`src/rtl/mips_pkg.sv`:
```
// Shared mini-MIPS definitions: datapath widths, fetch FSM encoding, FIFO entry layout.
package mips_pkg;

   localparam int XLEN        = 32;
   localparam int INSTR_BYTES = 4;
   localparam logic [XLEN-1:0] DEFAULT_RESET_PC = 32'h0000_0000;

   typedef enum logic [1:0] {
      BOOT  = 2'd0,
      RUN   = 2'd1,
      FLUSH = 2'd2
   } fetch_state_t;

   typedef struct packed {
      logic [XLEN-1:0] word;
      logic [XLEN-1:0] pc;
   } fetch_entry_t;

   // Ring-buffer index increment for depths that need not be a power of two.
   function automatic int unsigned ring_inc(input int unsigned idx, input int unsigned depth);
      return (idx + 32'd1 == depth) ? 32'd0 : idx + 32'd1;
   endfunction

endpackage

```
`src/rtl/fetch_fifo.sv`:
```
// DEPTH-entry {word, pc} FIFO with flush; head is registered storage, so a push is visible next cycle.
// No internal full protection: the fetch credit scheme never pushes into a full FIFO.
module fetch_fifo
   import mips_pkg::*;
#(
   parameter int DEPTH = 2,
   localparam int PW   = (DEPTH > 1) ? $clog2(DEPTH) : 1,
   localparam int CW   = $clog2(DEPTH + 1)
) (
   input  logic         clk,
   input  logic         rst,
   input  logic         flush,
   input  logic         push,
   input  fetch_entry_t push_data,
   input  logic         pop,
   output fetch_entry_t head,
   output logic         empty,
   output logic [CW-1:0] occupancy
);

   fetch_entry_t  mem [DEPTH];
   logic [PW-1:0] rd_ptr;
   logic [PW-1:0] wr_ptr;
   logic          do_pop;

   assign empty  = (occupancy == '0);
   assign do_pop = pop && !empty;
   assign head   = mem[rd_ptr];

   always_ff @(posedge clk or posedge rst) begin
      if (rst) begin
         rd_ptr    <= '0;
         wr_ptr    <= '0;
         occupancy <= '0;
         for (int i = 0; i < DEPTH; i++) mem[i] <= '0;
      end else if (flush) begin
         rd_ptr    <= '0;
         wr_ptr    <= '0;
         occupancy <= '0;
      end else begin
         if (push) begin
            mem[wr_ptr] <= push_data;
            wr_ptr      <= PW'(ring_inc(32'(wr_ptr), DEPTH));
         end
         if (do_pop) rd_ptr <= PW'(ring_inc(32'(rd_ptr), DEPTH));
         if (push && !do_pop)      occupancy <= occupancy + CW'(1);
         else if (!push && do_pop) occupancy <= occupancy - CW'(1);
      end
   end

endmodule

```
`src/rtl/instruction_fetch.sv`:
```
// Fetch stage: PC, credit-limited imem requests, redirect flush; response-to-decode latency is one cycle.
// Requests are withheld whenever in-flight plus buffered words would exceed DEPTH, so responses never stall.
module instruction_fetch
   import mips_pkg::*;
#(
   parameter logic [XLEN-1:0] RESET_PC = DEFAULT_RESET_PC,
   parameter int              DEPTH    = 2
) (
   input  logic            clk,
   input  logic            rst,
   output logic            imem_req_valid,
   input  logic            imem_req_ready,
   output logic [XLEN-1:0] imem_req_addr,
   input  logic            imem_rsp_valid,
   input  logic [XLEN-1:0] imem_rsp_data,
   output logic            instr_valid,
   input  logic            instr_ready,
   output logic [XLEN-1:0] instr,
   output logic [XLEN-1:0] instr_pc,
   input  logic            redirect_valid,
   input  logic [XLEN-1:0] redirect_pc
);

   localparam int CW = $clog2(DEPTH + 1);
   localparam int PW = (DEPTH > 1) ? $clog2(DEPTH) : 1;

   fetch_state_t    state, state_nxt;
   logic [XLEN-1:0] pc;
   logic [XLEN-1:0] redirect_target;
   logic [CW-1:0]   outstanding, drop_cnt, occupancy;
   logic [CW-1:0]   inflight_nxt, drop_nxt;
   logic [CW:0]     credit_used;
   logic [XLEN-1:0] pc_q [DEPTH];
   logic [PW-1:0]   pcq_wr, pcq_rd;
   logic            fifo_empty, pop, req_hs, dropping, push;
   fetch_entry_t    push_data, head;

   assign redirect_target = redirect_pc & ~32'h3;

   assign instr_valid = !fifo_empty && (state != BOOT);
   assign pop         = instr_valid && instr_ready;
   assign instr       = head.word;
   assign instr_pc    = head.pc;

   // Every outstanding request already owns a FIFO slot; a pop this cycle frees one.
   assign credit_used    = {1'b0, outstanding} + {1'b0, occupancy} - {{CW{1'b0}}, pop};
   assign imem_req_valid = (state == RUN) && !redirect_valid && (credit_used < (CW+1)'(DEPTH));
   assign imem_req_addr  = pc;
   assign req_hs         = imem_req_valid && imem_req_ready;

   assign dropping     = (drop_cnt != '0);
   assign push         = imem_rsp_valid && !dropping && !redirect_valid;
   assign push_data    = '{word: imem_rsp_data, pc: pc_q[pcq_rd]};
   assign inflight_nxt = outstanding - CW'(imem_rsp_valid) + CW'(req_hs);

   always_comb begin
      drop_nxt  = drop_cnt;
      state_nxt = state;
      if (redirect_valid) begin
         drop_nxt  = inflight_nxt;
         state_nxt = (inflight_nxt != '0) ? FLUSH : RUN;
      end else begin
         if (dropping && imem_rsp_valid) drop_nxt = drop_cnt - CW'(1);
         case (state)
            BOOT:    state_nxt = RUN;
            RUN:     state_nxt = RUN;
            FLUSH:   if (drop_nxt == '0) state_nxt = RUN;
            default: state_nxt = BOOT;
         endcase
      end
   end

   always_ff @(posedge clk or posedge rst) begin
      if (rst) begin
         state       <= BOOT;
         pc          <= RESET_PC;
         outstanding <= '0;
         drop_cnt    <= '0;
         pcq_wr      <= '0;
         pcq_rd      <= '0;
      end else begin
         state       <= state_nxt;
         outstanding <= inflight_nxt;
         drop_cnt    <= drop_nxt;
         if (redirect_valid) begin
            pc     <= redirect_target;
            pcq_wr <= '0;
            pcq_rd <= '0;
         end else begin
            if (req_hs) begin
               pc           <= pc + XLEN'(INSTR_BYTES);
               pc_q[pcq_wr] <= pc;
               pcq_wr       <= PW'(ring_inc(32'(pcq_wr), DEPTH));
            end
            if (push) pcq_rd <= PW'(ring_inc(32'(pcq_rd), DEPTH));
         end
      end
   end

   fetch_fifo #(.DEPTH(DEPTH)) u_fifo (
      .clk       (clk),
      .rst       (rst),
      .flush     (redirect_valid),
      .push      (push),
      .push_data (push_data),
      .pop       (pop),
      .head      (head),
      .empty     (fifo_empty),
      .occupancy (occupancy)
   );

endmodule

```
`config.mk`:
```
export PLATFORM = sky130hd
export DESIGN_NAME = instruction_fetch
export DESIGN_NICKNAME = d
export VERILOG_FILES = /design/src/rtl/mips_pkg.sv /design/src/rtl/fetch_fifo.sv /design/src/rtl/instruction_fetch.sv
export SDC_FILE = /design/constraint.sdc
export NUM_CORES = 1
export LEC_CHECK = 0
export CORE_MARGIN = 3
export CORE_UTILIZATION = 40
export CTS_CLUSTER_DIAMETER = 40
export DETAILED_ROUTE_END_ITERATION = 8
export PLACE_DENSITY = 0.69
export RECOVER_POWER = 50
export SYNTH_ARGS = -nofsm -noshare
export SYNTH_HDL_FRONTEND = slang
export SYNTH_HIERARCHICAL = 1
export SYNTH_SLANG_ARGS = --single-unit
```
`constraint.sdc`:
```
create_clock -name clk -period 7 [get_ports clk]
set_clock_uncertainty 0.2 [all_clocks]
set_input_delay 2.1 -clock clk [delete_from_list [all_inputs] [get_ports clk]]
set_output_delay 2.1 -clock clk [all_outputs]
set_load 0.05 [all_outputs]
```
==> flow_summary_export.csv <==
group,metric,value,unit
run_status,status,"finished, violations left",
run_status,violations,"capacitance limit, slew limit",
global_routing,antenna_found_initial,1,
cts,cts_setup_buffers,0,
synthesis,syn-cell-area,0.01076,mm²
routing,dr.pass1.iters,4,
worst_setup_path,start_kind,"input pin",
routing,drt_wl_total,23.50,mm
floorplanning,rows,59,
placed_design,hpwl,14.72,mm
floorplanning,dieArea,0.02890,mm²
cts,cts_tree,"built",
finish,syn2layout_area_growth,27.18,%
finish,nFillCells,2237,
timing,max_freq,0.1540,GHz
finish,layout.nets,973,
synthesis,synth_edf_count,60,
worst_setup_path,critical-path-slowest-cell,"clkdlybuf4s50_1",
worst_setup_path,cpLargestDelayFamily,"simple AND/OR/NAND/NOR gates",
power,p_total,5.838,mW
worst_setup_path,critPathBufInv,2,
worst_setup_path,cp.required,4.70,ns
global_routing,grt_max_degree,102,
cts,hold_buffers,0,
synthesis,synth_area_leaders,"dfrtp_1 40%, edfxtp_1 17%, mux2_4 17%",
synthesis,ys_seq_area_share,56.29,%
timing,slew_headroom,-70.40,%
cts,path_clk_slew,0.06,ns
floorplanning,core_area,0.02628,mm²
synthesis,synth_warnings,6,
synthesis,syn_area_per_cell,15.07,µm²
routing,drtIter0Drc,396,
synthesis,ys_top_cells_by_count,"170 x dfrtp_1, 120 x mux2_4, 102 x mux2_2",
global_routing,grt_first_pass_wirelength,37.64,mm
timing,slew_viol_final,269,
synthesis,synth_top_area_cell,"dfrtp_1",
routing,avgViaCountPerCell,5.138,
worst_setup_path,endpoint_kind,"output port",
cts,clock_path_buffers,3,
global_routing,grt_pass1_vias,6750,
worst_setup_path,crit_type,"input pin to output port",
floorplanning,die_x,170.0,µm
power,powerDensity,426.6,mW/mm²
timing,period_share,92.79,%
routing,drt-wirelength-per-cell,18.70,µm
synthesis,async_reset_ff_share,73.91,%
placed_design,pre_cts_slack,0.5753,ns
cts,cts.repair.resized,0,
timing,finalWorstSetupSlack,0.5047,ns
placed_design,gp_congestion,0.7794,
floorplanning,die_h,170.0,µm
synthesis,synth_top_area_share,39.54,%
synthesis,synthCells,714,
global_routing,grt_use_total,16.23,%
timing,period_minus_slack,6.495,ns
job,cap_violations,5,
synthesis,ys_ff_latch,230,
timing,setup_viol,0,
cts,htreeDepth,2,
routing,drtAntennaViolNets,0,
finish,drive_gt1_share,31.16,%
synthesis,synth_ff_type,"dfrtp_1",
global_routing,grt-ovfl-total,0,
timing,worstMarginPinSlew,2.556,ns
timing,rsz0062_at_grt,"no",
worst_setup_path,cp_cell_sequence,"clkdlybuf4s50_1, and2_0, ha_1, nand2b_1, fa_1, xor2_1, and4_1, buf_12",
power,ir_drop,0.2026,mV
routing,vias,6459,
placed_design,port_buffers,163,
finish,fin_util,52.07,%
worst_setup_path,path_max_fanout,6,
routing,drc,0,
floorplanning,ios,168,
cts,clock_latency,0.51,ns
power,leakagePower,5.847,nW
floorplanning,start_util,40.94,%
worst_setup_path,crit_arrival,4.20,ns
cts,cts_buffers,38,
worst_setup_path,slowest_delay,0.44,ns
synthesis,synth.most_common_cell,"dfrtp_1",
worst_hold_path,hp-class,"register to register",
cts,clock_tree.root_cell,"clkbuf_16",
cts,clock_sinks,230,
synthesis,synth_cell_types,52,
timing,final_hold_viol_count,0,
timing,finalSetupTns,0,ns
worst paths after layout:
kind,startpoint,end,slack [ns],cells past startpoint
min reg2reg,state[1],state[0],0.27,1
min in group asynchronous,rst,u_fifo/mem[91],2.57,2
max in group asynchronous,rst,u_fifo/mem[38],1.41,3
min,state[1],state[0],0.27,1
max,instr_ready,imem_req_valid,0.50,8
max reg2reg,drop_cnt[0],u_fifo/mem[125],2.93,7
power by group:
group | leakage, nW | internal [mW] | switching [mW]
clock | 0.591 | 1.12 | 0.657
sequential | 2.72 | 1.72 | 0.212
combinational | 2.54 | 0.955 | 1.17
total | 5.85 | 3.80 | 2.04
per-layer routing:
metal  routed length [µm]  track usage [%]  vias to the layer above
met5                    0                0                        -
met4                  423            4.656                        0
met3                 1506            3.740                       34
met2                10150            24.25                      212
met1                11420            23.77                     3235
li1                     -                -                     2978
layout by cell type, fill, tap and decap left out, types with 10 or more instances in the layout:
master | synthesis | layout
nand2_1 | 44 | 44
edfxtp_1 | 60 | 60
nand3_1 | 22 | 22
clkdlybuf4s50_1 | 0 | 137
o211ai_1 | 10 | 10
xor2_1 | 10 | 10
nor2_1 | 17 | 17
nand4_1 | 12 | 12
mux2_1 | 0 | 15
dlygate4sd3_1 | 0 | 24
o21ai_0 | 24 | 24
mux2_4 | 120 | 105
inv_1 | 13 | 12
mux2_2 | 102 | 102
dfrtp_1 | 170 | 169
clkbuf_16 | 0 | 39
stage by stage:
stage | instance area (µm²) | instances | hold slack (ns)
finish | 13680 | 1257 | 0.2674
global route | 13680 | 1257 | 0.3028
CTS | 13780 | 1256 | 0.2718
detailed placement | 12560 | 1191 | 0.2662
global placement | 12560 | 1191 | 0.2646
floorplan | 10780 | 719 | 0.2391
area by class of cell:
class / count / area, µm² / share of cell area, %
Sequential cell: 230 / 6057 / 44.27
Multi-Input combinational cell: 437 / 4215 / 30.81
Timing Repair Buffer: 175 / 1708 / 12.48
Clock buffer: 45 / 1018 / 7.443
Tap cell: 335 / 419.2 / 3.063
Clock inverter: 20 / 206.4 / 1.509
Inverter: 14 / 56.30 / 0.4115
Antenna cell: 1 / 2.502 / 0.01829
state kept, by name, indices dropped and copies added, names as in the netlist:
signal and count:
u_fifo/rd_ptr 1, u_fifo/wr_ptr 1, state 2, pcq_rd 1, drop_cnt 2, imem_req_addr 30
u_fifo/mem 128, pc_q 60, pcq_wr 1, u_fifo/occupancy 2, outstanding 2
kinds of logic after synthesis:
family,share of synthesized area (%)
AO/OA/AOI/OAI,3.884
buffers and inverters,4.128
other,0.03485
flip-flops,56.29
AND/OR/NAND/NOR,6.047
XOR/XNOR,1.221
adder cells (fa/ha/maj),0.8838
multiplexers,27.51
Power figures use the tool's default switching activity.
